[src/rtl/tbird_input_conditioner.sv]
// Input conditioner for the T-bird turn-signal FSM: synchronize, debounce, latch
// the hazard button and present LEFT/RIGHT/HAZ once per step period.

module tbird_db_chan #(
   parameter int DB_CYCLES = 4
) (
   input  logic clk,
   input  logic reset,
   input  logic raw,
   output logic deb,
   output logic rise
);
   localparam int CW = (DB_CYCLES > 1) ? $clog2(DB_CYCLES) : 1;

   logic [1:0]    sync;
   logic [CW-1:0] cnt;
   logic          flip;

   assign flip = (sync[1] != deb) && (cnt == CW'(DB_CYCLES - 1));
   assign rise = flip & sync[1];

   always_ff @(posedge clk or posedge reset) begin
      if (reset) begin
         sync <= '0;
         deb  <= 1'b0;
         cnt  <= '0;
      end else begin
         sync <= {sync[0], raw};
         if (sync[1] == deb) begin
            cnt <= '0;
         end else if (flip) begin
            deb <= sync[1];
            cnt <= '0;
         end else begin
            cnt <= cnt + 1'b1;
         end
      end
   end
endmodule

module tbird_input_conditioner #(
   parameter int DB_CYCLES = 4,
   parameter int TICK_DIV  = 8
) (
   input  logic clk,
   input  logic reset,
   input  logic left_raw,
   input  logic right_raw,
   input  logic haz_btn,
   output logic LEFT,
   output logic RIGHT,
   output logic HAZ,
   output logic step
);
   localparam int NUM_CH = 3;
   localparam int TW     = $clog2(TICK_DIV);

   logic [NUM_CH-1:0] raw;
   logic [NUM_CH-1:0] deb;
   logic [NUM_CH-1:0] rise;
   logic              unused_rise;
   logic [TW-1:0]     tick;
   logic              wrap;
   logic              haz_lat;

   // channel 0 = left, 1 = right, 2 = hazard button
   assign raw = {haz_btn, right_raw, left_raw};

   generate
      for (genvar g = 0; g < NUM_CH; g++) begin : g_chan
         tbird_db_chan #(.DB_CYCLES(DB_CYCLES)) u_chan (
            .clk  (clk),
            .reset(reset),
            .raw  (raw[g]),
            .deb  (deb[g]),
            .rise (rise[g])
         );
      end
   endgenerate

   assign unused_rise = ^rise[1:0];
   assign wrap        = (tick == TW'(TICK_DIV - 1));

   // Outputs sample the pre-edge debounced/latch values, so a flip landing on a
   // load edge is only seen at the following step.
   always_ff @(posedge clk or posedge reset) begin
      if (reset) begin
         tick    <= '0;
         step    <= 1'b0;
         haz_lat <= 1'b0;
         LEFT    <= 1'b0;
         RIGHT   <= 1'b0;
         HAZ     <= 1'b0;
      end else begin
         tick <= wrap ? '0 : tick + 1'b1;
         step <= wrap;
         if (wrap) begin
            LEFT  <= deb[0];
            RIGHT <= deb[1];
            HAZ   <= haz_lat;
         end
         if (rise[2]) haz_lat <= ~haz_lat;
      end
   end
endmodule

[config.mk]
export PLATFORM = sky130hd
export DESIGN_NAME = tbird_input_conditioner
export DESIGN_NICKNAME = d
export VERILOG_FILES = /design/src/rtl/tbird_input_conditioner.sv
export SDC_FILE = /design/constraint.sdc
export NUM_CORES = 1
export LEC_CHECK = 0
export BUFFER_PORTS_ARGS = -buffer_cell sky130_fd_sc_hd__buf_2
export CELL_PAD_IN_SITES_DETAIL_PLACEMENT = 0
export CELL_PAD_IN_SITES_GLOBAL_PLACEMENT = 1
export CORE_MARGIN = 1.5
export CORE_UTILIZATION = 39
export CTS_BUF_LIST = sky130_fd_sc_hd__clkbuf_16
export CTS_CLUSTER_DIAMETER = 40
export CTS_CLUSTER_SIZE = 30
export DETAILED_ROUTE_END_ITERATION = 8
export HOLD_SLACK_MARGIN = 0.05
export PLACE_DENSITY_LB_ADDON = 0.08
export SETUP_SLACK_MARGIN = 0.4
export SYNTH_ARGS = -nofsm -noshare
export SYNTH_HDL_FRONTEND = slang
export SYNTH_SLANG_ARGS = --single-unit
[constraint.sdc]
create_clock -name clk -period 3.6 [get_ports clk]
set_clock_uncertainty 0.15 [all_clocks]
set_input_delay 0.36 -clock clk [delete_from_list [all_inputs] [get_ports clk]]
set_output_delay 0.36 -clock clk [all_outputs]
set_load 0.02 [all_outputs]
* Word-level counts from Yosys, hierarchy flattened
Cells that the tools add are included.
W data, S select, Z words.
** Storage, ports and cells
- Input port bits :: 5
- Bits in registers :: 23
** Operators by class
- Muxes and demuxes :: 7
- Add/sub/neg operators :: 4
- Bitwise logic cells :: 5
- Reduce and logical (&&, ||, !) cells :: 6
- Equal/unequal tests :: 10
** Operator list (number)
- $mux W2 :: 6
- $add A2 B1 Y2 const B :: 3
- $eq A2 B2 Y1 const B :: 3
- $reduce_and A2 Y1 :: 3
- $not A1 Y1 :: 4
- $add A3 B1 Y3 const B :: 1
- $eq A1 B1 Y1 :: 3
- $eq A3 B3 Y1 const B :: 1
- $logic_and A1 B1 Y1 :: 3
- $mux W3 :: 1
- $ne A1 B1 Y1 :: 3
- $and A1 B1 Y1 :: 1

* Depth between registers and ports, before layout
Gate-level depths: netlist of the first run.
- Depth after elaboration :: 4
- Mapped depth :: 3
- Gate-level depth less buffers :: 3

* By module
From an unflattened synthesis of the first run, not the netlist that was laid out.
** Second synthesis, totals
- Cells, all modules :: 59
- Area total of the unflattened synthesis :: 835.8 sq um
** Modules (own cells, without submodules)
- tbird_db_chan :: seq. area each 125.1 sq um, area an instance 182.7 sq um, instances 3, cells each 14
- tbird_input_conditioner :: seq. area each 200.2 sq um, area an instance 287.8 sq um, instances 1, cells each 17

* Worst setup path before layout of the first run
Ideal clock, no wire load.
- Path type :: reg2reg
- Start :: reg tick[0]
- End :: reg HAZ
- Cell stages (with the launch flop) :: 4
- Library setup time :: 0.128 ns
- Required time :: 3.322 ns
- Data arrival time :: 1.094 ns
- Setup slack :: 2.228 ns
- Clock period less this slack :: 1.372 ns
- Cell sequence :: dfrtp_1 > ha_1 > ha_1 > mux2_1
** Between the ends
- Word-level cells in the longest chain between the ends :: 1
** RTL lines
- start, declared :: line 62 : logic [TW-1:0] tick;
- start signal, assigned :: line 95 : tick <= wrap ? '0 : tick + 1'b1;
- $eq A3 B3 Y1 :: line 82 : assign wrap = (tick == TW'(TICK_DIV - 1));
- via wrap :: line 63 : logic wrap;
- end signal, assigned :: line 100 : HAZ <= haz_lat;
- end, declared :: line 52 : output logic HAZ,
The timed path passes the listed nets, and every way through them passes these cells.
A chain may end at the register's enable or synchronous reset.

* Worst setup path in the final report of the first run
Same ends and word-level chain as after synthesis.

==> impl_metrics.tcl, run 1 <==
set metrics [dict create \
    muxShareOfSynthArea_pct 8.308 \
    crit_buf_inv 0 \
    power_density_mw_per_mm2 781.8 \
    swShare_pct 26.23 \
    final_nets 71 \
    grt_pass1_vias 429 \
    slew_viol_final 0 \
    final_util_pct 49.30 \
    yosysTopAreaCell "dfrtp_1" \
    slew_headroom_pct 45.66 \
    synth_top_family_by_area "simple AND/OR/NAND/NOR gates" \
    initialDrtViolationCount 0 \
    synth_edf_count 0 \
    status "completed" \
    place_ws_ps 2129 \
    arrival_ps 1440 \
    cts_sinks 23 \
    insertion_delay_ps 250 \
    yosys_warnings 0 \
    setup_viol_count_final 0 \
    seqPwrFrac_pct 49.0 \
    grt_overflow_total 0 \
    routabilityCongestion 0.6882 \
    ctsHoldBuffers 0 \
    tns_ps 0 \
    cp_num_cells 3 \
    leakage_nw 0.4719 \
    clk_pin_slew_worst_paths_ps 60 \
    period_share_pct 40.33 \
    crit_required_ps 3580 \
    worstSetupStartpointType "register" \
    syn_area_sq_um 813.3 \
    synth.top_cells.by_count "dfrtp_1 (23), mux2_1 (6), ha_1 (5)" \
    p_comb_share_pct 20.4 \
    cts_resized 0 \
    crit_family "adder cells" \
    portBuffers 8 \
    hold_end "g_chan[1].u_chan.sync[0]" \
    cts_tree "done" \
    fin_crit_ps 1452 \
    hold_depth 1 \
    core-area_sq_mm 0.001962 \
    drive_gt1_share_pct 25.00 \
    rsz0062_at_grt "false" \
    synth-seq-cells 23 \
    power_switching_mw 0.1983 \
    dr.pass1.iters 1 \
    slowest_delay_ps 390 \
    ys_seq_area_share_pct 70.77 \
    cts_buffers 3 \
    ir_drop_mv 0.3868 \
    die_x_um 48.67 \
    syn_nets 58 \
    hold_viol 0 \
    end_kind "register" \
    antenna_cells 0 \
    ant_nets 0 \
    synth_flop_cell "dfrtp_1" \
    grt_max_degree 24 \
    clockBufferDepth 2 \
    area_delta_synth_final_pct 18.92 \
    postCtsSetupRepairBufs 0 \
    r2r-start "tick[0]" \
    nFillCells 191 \
    initial_core_util_pct 41.45 \
    avgRoutedWirePerCell_um 11.67 \
    fmax_mhz 688.8 \
    grt.total_usage_pct 10.60 \
    rrSetupSlack_ps 2150 \
    via_count 398 \
    final.setup.worst_slack_ps 2148 \
    synth_compound_area_share_pct 0 \
    path_common_cell "ha_1" \
    io_pins 9 \
    syn_inst 48 \
    hpwl_um 769.9 \
    min_from "right_raw" \
    die_area_sq_mm 0.002368 \
    cp_cell_sequence "ha_1, ha_1, mux2_1" \
    r2r_cells 3 \
    hold_path_class "input port to register" \
    regArea_sq_um 575.6 \
    htreeDepth 1 \
    cp_slowest_cell "dfrtp_1" \
    tightest_slew_ps 814.2 \
    synth.most_common_cell "dfrtp_1" \
    synth-adder-area-share_pct 7.692 \
    synth_area_leaders "dfrtp_1 (71%), mux2_1 (8.3%), ha_1 (7.7%)" \
    placementRows 16 \
    intPower_mw 0.5578 \
    syn_area_per_cell_sq_um 16.94 \
    synth_top_cell_area_share_pct 70.77 \
    power_frac_clock_pct 30.6 \
    vias_per_cell 4.575 \
    drc 0 \
    async_flop_share_pct 100.0 \
    fp.dieH_um 48.67 \
    crit_type "register to register" \
    synth.distinct_cells 12 \
    grt_pass1_wl_um 1821 \
    wl_um 1015 \
    drv_cap 0 \
    multiInputGateArea_sq_um 234.0 \
    synth-simple-area-share_pct 8.462 \
    antenna_found_initial 0 \
    synth_xor_area_share_pct 4.308 \
    r2r_end "HAZ" \
    cts-root-buf "clkbuf_16" \
    cp_max_fo 6 \
]
## placed cells by master (no fill, tap or decap), drive strengths merged
master,netlist,final
dfrtp,23,23
buf,0,8
and2,1,1
nor2,1,1
nand3b,1,1
xor2,1,1
inv,1,1
nor2b,3,3
clkinv,0,1
nor3b,1,1
clkbuf,0,3
ha,5,5
nor3,2,2
xnor2,3,3
mux2,6,6
## worst max-delay path by stage
stage	start	slack [ps]	end
after floorplan	tick[0]	2230	HAZ
after global placement	tick[0]	2210	LEFT
after detailed placement	tick[0]	2130	HAZ
after CTS	tick[0]	2130	HAZ
after global routing	tick[0]	2090	RIGHT
final	tick[0]	2150	HAZ
## registers in the layout (all words and copies together) (netlist names)
| name | cells |
|---|---|
| g_chan.u_chan.cnt | 6 |
| g_chan.u_chan.sync | 6 |
| g_chan.u_chan.deb | 3 |
| tick | 3 |
| HAZ | 1 |
| LEFT | 1 |
| RIGHT | 1 |
| haz_lat | 1 |
| step | 1 |
## power groups by stage
stage,Sequential (mW),Clock (mW),Combinational [mW]
global route,0.382,0.247,0.177
finish,0.371,0.231,0.154
CTS,0.373,0.237,0.160
global placement,0.373,0,0.146
detailed placement,0.378,0,0.158
floorplan,0.389,0,0.0973
## cells by family (layout without fill, tap and decap cells)
| kind of cell | after synthesis | count (layout) |
|---|---|---|
| DFF | 23 | 23 |
| and+or+nand+nor | 9 | 9 |
| adders and majority gates | 5 | 5 |
| xor gates and xnor gates | 4 | 4 |
| muxes | 6 | 6 |
| buffers and inverters | 1 | 13 |
## cell type report
class,instances,area share [%]
clock buffers,3,7.762
clock inverters,1,0.5175
inverters,1,0.3881
multi-input cells,24,24.19
flip-flops and latches,23,59.51
well taps,27,3.493
repair buffers,8,4.140
## routing by layer
metal	global-route usage, %	vias to the layer above	part of all wire (%)
li1	-	184	-
met1	10.70	199	40
met2	18.26	10	51
met3	4.630	5	5.6
met4	5.714	0	3.1
met5	0	-	0
## stage by stage
stage / instance area (sq um) / cells / total power, mW / hold slack (ps)
detailed placement: 887.1 / 83 / 0.5358 / 187.0
CTS: 967.2 / 87 / 0.7701 / 55.79
floorplan: 813.3 / 48 / 0.4859 / 181.2
global placement: 887.1 / 83 / 0.5198 / 185.3
global route: 967.2 / 87 / 0.8060 / 54.36
finish: 967.2 / 87 / 0.7561 / 58.57
(Power assumes the default switching activity.)
==> run 2, diff against run 1 <==
--- a/config.mk
+++ b/config.mk
@@ -5,6 +5,7 @@
 export SDC_FILE = /design/constraint.sdc
 export NUM_CORES = 1
 export LEC_CHECK = 0
+export ABC_AREA = 1
 export BUFFER_PORTS_ARGS = -buffer_cell sky130_fd_sc_hd__buf_2
 export CELL_PAD_IN_SITES_DETAIL_PLACEMENT = 0
 export CELL_PAD_IN_SITES_GLOBAL_PLACEMENT = 1
==> constraint.sdc (replaced) <==
create_clock -name clk -period 1.3 [get_ports clk]
set_clock_uncertainty 0.15 [all_clocks]
set_input_delay 0.13 -clock clk [delete_from_list [all_inputs] [get_ports clk]]
set_output_delay 0.13 -clock clk [all_outputs]
set_load 0.02 [all_outputs]
==> run 2 against run 1 <==
  * Utilization rose by 8.0 points
  * Power rose to 3.1 times the previous value
  * Global-route usage increased by 1.5 points
  * Sequential cell count unchanged
  * Cell area up 18%
  * Count of clock-buffer cells in the layout stayed put
  * First-iteration DRC count is 5 higher
  * Worst setup slack worse by 2000 ps
  * Largest power group unchanged
==> impl_metrics.tcl, run 2 <==
set metrics [dict create \
    synth.distinct_cells 10 \
    cts_buffers 3 \
    routabilityCongestion 0.6576 \
    cts_sinks 23 \
    stdcell_count 123 \
    timing.hold.ws_ps 196.6 \
    syn_area_per_cell_sq_um 10.84 \
    grt.total_usage_pct 12.08 \
    via_count 534 \
    synth.most_common_cell "dfrtp_1" \
    period_share_pct 88.50 \
    dp_cells 113 \
    dr.pass1.iters 2 \
    antenna_found_initial 0 \
    nFillCells 174 \
    antenna_cells 0 \
    layout_common_cells "dfrtp_1 (23), nand2_1 (14), inv_1 (10)" \
    htreeDepth 1 \
    ys_seq_area_share_pct 68.05 \
    synth_top_cell_area_share_pct 68.05 \
    setup_viol_count_final 0 \
    cp_max_fo 9 \
    ir_drop_mv 1.425 \
    cp_slowest_cell "dfrtp_1" \
    die_x_um 49.57 \
    drc 0 \
    synth_area_leaders "dfrtp_1 (68%), ha_1 (7.4%), nand2_1 (6.7%)" \
    grt_busiest_layer "met2" \
    initial_core_util_pct 42.25 \
    power_frac_clock_pct 27.9 \
    drv_cap 0 \
    swShare_pct 29.79 \
    hold_viol 0 \
    fmax_mhz 869.2 \
    avgRoutedWirePerCell_um 10.37 \
    layout_commonest_cell "dfrtp_1" \
    crit_required_ps 1290 \
    top_regs "g_chan.u_chan.cnt x6, g_chan.u_chan.sync x6" \
    p_comb_share_pct 27.4 \
    met3_usage_pct 6.061 \
    arrival_ps 1140 \
    placementRows 16 \
    async_flop_share_pct 100.0 \
    total_power_mw 2.347 \
    r2r-start "tick[1]" \
    clockBufferDepth 2 \
    cts-root-buf "clkbuf_16" \
    synth-seq-cells 23 \
    fp.dieH_um 49.57 \
    yosysTopAreaCell "dfrtp_1" \
    ant_nets 0 \
    power_density_mw_per_mm2 2047 \
    grt_pass1_wl_um 2159 \
    area_delta_synth_final_pct 35.50 \
    final_nets 107 \
    use_met2_pct 20.22 \
    portBuffers 8 \
    wl_um 1275 \
    synth_edf_count 0 \
    grt_pass1_vias 533 \
    hpwl_um 877.9 \
    seqPwrFrac_pct 44.7 \
    synth.top_cells.by_count "dfrtp_1 (23), nand2_1 (15), inv_1 (12), nor2_1 (12), ha_1 (5)" \
    grt_max_degree 24 \
    slowest_delay_ps 370 \
    fin_crit_ps 1151 \
    status "completed" \
    tightest_slew_ps 209.0 \
    drive_gt1_share_pct 27.08 \
    synth_flop_cell "dfrtp_1" \
    syn_area_sq_um 845.8 \
    core-area_sq_mm 0.002002 \
    slew_headroom_pct 86.07 \
    cp-startpoint "tick[1]" \
    tns_ps 0 \
    syn_nets 88 \
    initialDrtViolationCount 5 \
    crit_type "register to register" \
    cts_tree "done" \
    syn_inst 78 \
    end_kind "register" \
    io_pins 9 \
    hold_path_class "register to register" \
    vias_per_cell 4.341 \
    cp_cell_sequence "ha_2, ha_4, nor2_1, a21oi_1" \
    leakage_nw 0.5739 \
    die_area_sq_mm 0.002457 \
    rsz0062_at_grt "true" \
    intPower_mw 1.648 \
    min_from "g_chan[1].u_chan.sync[0]" \
    yosys_warnings 0 \
    clk_pin_slew_worst_paths_ps 60 \
    power_switching_mw 0.6990 \
    slew_viol_final 0 \
    insertion_delay_ps 260 \
    worstSetupStartpointType "register" \
    grt_overflow_total 0 \
    grt_util_met1_pct 13.15 \
]
## run 2: cell count changes after synthesis, sizes merged, moves of 6 or more
cell	change
inv	+11
mux2	-6
nor2	+11
nand2	+15
## run 2: final timing paths
path,endpoint,slack (ps),cells past startpoint
worst max-delay path,LEFT,150,4
worst min-delay path,g_chan[1].u_chan.sync[1],200,0
worst max register to register,LEFT,150,4
worst min register to register,g_chan[1].u_chan.sync[1],200,0
max in group asynchronous,g_chan[2].u_chan.sync[1],530,4
min in group asynchronous,HAZ,280,4
## run 2: cells by family (layout without fill, tap and decap cells)
group                      Yosys count  after routing  synth area share (%)
buffers and inverters               13             31                 6.213
AOI/OAI and AO/OA                    6              6                 3.549
adders and majority gates            5              5                 7.396
DFF                                 23             23                 68.05
and+or+nand+nor                     31             31                 14.79
## run 2: area by class of cell
| class | instances | area [sq um] | share of cell area (%) |
|---|---|---|---|
| flip-flops and latches | 23 | 575.6 | 50.22 |
| multi-input cells | 42 | 280.3 | 24.45 |
| repair buffers | 15 | 131.4 | 11.46 |
| clock buffers | 3 | 75.07 | 6.550 |
| inverters | 12 | 45.04 | 3.930 |
| well taps | 27 | 33.78 | 2.948 |
| clock inverters | 1 | 5.005 | 0.4367 |
## run 2: what timing repair did
item,in CTS,in global routing
hold endpoints to repair,26,0
endpoints found under the setup margin,21,44
pin swaps,0,2
gates resized for setup,9,8
hold buffers,4,0
setup buffers,1,1
## run 2: critical path: cells and delay by family (launching register included)
family	cells	cell delay (ps)
fa+ha+maj	2	380
flops	1	370
compound gates	1	40
simple gates	1	90
## run 2: metrics by stage
| step | area [sq um] | setup WS [ps] | util, % |
|---|---|---|---|
| detailed placement | 972.2 | 148.0 | 48.56 |
| CTS | 1121 | 135.1 | 56.00 |
| finish | 1146 | 149.5 | 57.25 |
| floorplan | 902.1 | 111.9 | - |
| global placement | 972.2 | 184.3 | 48.56 |
| global route | 1146 | 89.21 | 57.25 |
## run 2: power by group through the flow
stage          clock, mW  sequential [mW]  combinational, mW
2_1_floorplan          0             1.07              0.322
3_3_place_gp           0             1.04              0.470
3_5_place_dp           0             1.05              0.502
4_1_cts            0.674             1.04              0.572
5_1_grt            0.707             1.07              0.737
6_report           0.655             1.05              0.643
## run 2: layer usage
| layer | up-vias | wire length, um |
|---|---|---|
| li1 | 270 | - |
| met1 | 254 | 542 |
| met2 | 7 | 649 |
| met3 | 3 | 63 |
| met4 | 0 | 19 |
| met5 | - | 0 |
==> run 3, diff against run 2 <==
--- a/config.mk
+++ b/config.mk
@@ -7,7 +7,7 @@
 export LEC_CHECK = 0
 export ABC_AREA = 1
 export BUFFER_PORTS_ARGS = -buffer_cell sky130_fd_sc_hd__buf_2
-export CELL_PAD_IN_SITES_DETAIL_PLACEMENT = 0
+export CELL_PAD_IN_SITES_DETAIL_PLACEMENT = 1
 export CELL_PAD_IN_SITES_GLOBAL_PLACEMENT = 1
 export CORE_MARGIN = 1.5
 export CORE_UTILIZATION = 39
==> run 3 against run 2 <==
  * Wire length up 19%
  * Largest cell class unchanged
  * Clock power shrank 3%
  * Final cell count up 0.81%
  * Non-clock buffer count up 1
  * Maximum frequency down 2.9%
  * Power increased by 2.1%
  * Die area unchanged
  * Critical path type unchanged
  * Highest routed layer unchanged
  * Register-to-register slack got worse by 30 ps
==> impl_metrics.tcl, run 3 (synthesis results as in run 2) <==
set metrics [dict create \
    rsz0062_at_grt "true" \
    antenna_found_initial 0 \
    postPlaceCellArea_sq_um 972.2 \
    fin_crit_ps 1185 \
    fp.dieH_um 49.57 \
    hpwl_um 1100 \
    cp-startpoint "tick[1]" \
    clk_pin_slew_worst_paths_ps 50 \
    area_delta_synth_final_pct 37.87 \
    cp-endpoint "LEFT" \
    initialDrtViolationCount 1 \
    power_density_mw_per_mm2 2055 \
    rrSetupSlack_ps 110 \
    cts_sinks 23 \
    leakage_nw 0.5917 \
    clockBufferDepth 2 \
    ir_drop_mv 1.284 \
    die_x_um 49.57 \
    grt.total_usage_pct 16.27 \
    fmax_mhz 843.8 \
    r2r_cells 4 \
    wl_um 1516 \
    portBuffers 8 \
    cts_tree "done" \
    io_pins 9 \
    routabilityCongestion 0.6576 \
    cts_buffers 3 \
    layout_common_cells "dfrtp_1 (23), nand2_1 (12), inv_1 (11)" \
    initial_core_util_pct 42.25 \
    core-area_sq_mm 0.002002 \
    via_count 567 \
    placementRows 16 \
    htreeDepth 1 \
    stdcell_count 124 \
    insertion_delay_ps 250 \
    final_util_pct 58.25 \
    tightest_slew_ps 206.2 \
    vias_per_cell 4.573 \
    die_area_sq_mm 0.002457 \
    layout_commonest_cell "dfrtp_1" \
    grt_overflow_total 0 \
    status "completed" \
    drive_gt1_share_pct 29.90 \
    hold_depth 0 \
    crit_type "register to register" \
    dr.pass1.iters 3 \
    cp_max_fo 9 \
    top_regs "g_chan.u_chan.cnt x6, g_chan.u_chan.sync x6" \
    finalInstanceArea_sq_mm 0.001166 \
    r2r-start "tick[1]" \
    period_share_pct 91.16 \
    avgRoutedWirePerCell_um 12.23 \
    ant_nets 0 \
    slew_viol_final 0 \
    antenna_cells 0 \
    arrival_ps 1160 \
    crit_required_ps 1280 \
    slew_headroom_pct 86.25 \
    grt_max_degree 24 \
    grt_pass1_vias 661 \
    drc 0 \
    cts-root-buf "clkbuf_16" \
    hold_path_class "register to register" \
    final_nets 108 \
    end_kind "register" \
    tns_ps 0 \
    setup_viol_count_final 0 \
    grt_pass1_wl_um 2946 \
    worstSetupStartpointType "register" \
    dp_cells 113 \
    hold_viol 0 \
    drv_cap 0 \
    r2r_end "LEFT" \
]
-- run 3: stage by stage --
stage | hold WS (ps) | setup WS, ps | power [mW]
4_1_cts | 199.8 | 108.7 | 2.350
3_3_place_gp | 33.79 | 184.3 | 1.510
6_report | 197.3 | 115.0 | 2.397
3_5_place_dp | 34.99 | 106.7 | 1.586
2_1_floorplan | -18.08 | 111.9 | 1.394
5_1_grt | 202.4 | 53.08 | 2.605
-- run 3: where the power goes --
group          internal [mW]  switching (mW)  leakage [nW]  total, mW
logic                  0.364           0.350         0.263      0.714
clock network          0.409           0.228        0.0423      0.638
registers              0.903           0.142         0.286       1.04
total                   1.68           0.720         0.592       2.40
-- run 3: how the worst min path moves through the flow --
stage	from	endpoint	slack, ps
global route	g_chan[0].u_chan.sync[0]	g_chan[0].u_chan.sync[1]	200
floorplan	reset	HAZ	-20
finish	g_chan[0].u_chan.sync[0]	g_chan[0].u_chan.sync[1]	200
detailed placement	reset	g_chan[2].u_chan.sync[0]	30
CTS	g_chan[0].u_chan.sync[0]	g_chan[0].u_chan.sync[1]	200
global placement	reset	g_chan[2].u_chan.sync[0]	30
-- run 3: critical path, cell delays in order, from the launching register on --
cell and delay (ps):
dfrtp_1 380, ha_2 200, ha_4 190, nor2_1 100
a21oi_1 50
-- run 3: per-layer routing --
metal	share of wire, %	vias to the layer above	track usage [%]
met5	0	-	0
met3	2.2	2	4.545
met1	41	288	17.43
met2	56	6	29.56
met4	1.4	0	6.944
li1	-	271	-
-- run 3: timing repair --
item                       4_1_cts  5_1_grt
hold buffers                     4        0
setup buffers                    2        1
hold endpoints to repair        26        0
setup endpoints to repair       21       44
gates resized for setup         13        8
pin swaps                        0        2
-- run 3: cell type report --
| type | count | area [sq um] |
|---|---|---|
| clock buffers | 3 | 75.07 |
| clock inverters | 1 | 3.754 |
| inverters | 12 | 45.04 |
| flip-flops and latches | 23 | 575.6 |
| multi-input cells | 42 | 294.0 |
| repair buffers | 16 | 138.9 |
| well taps | 27 | 33.78 |
| fillers | 210 | 835.8 |
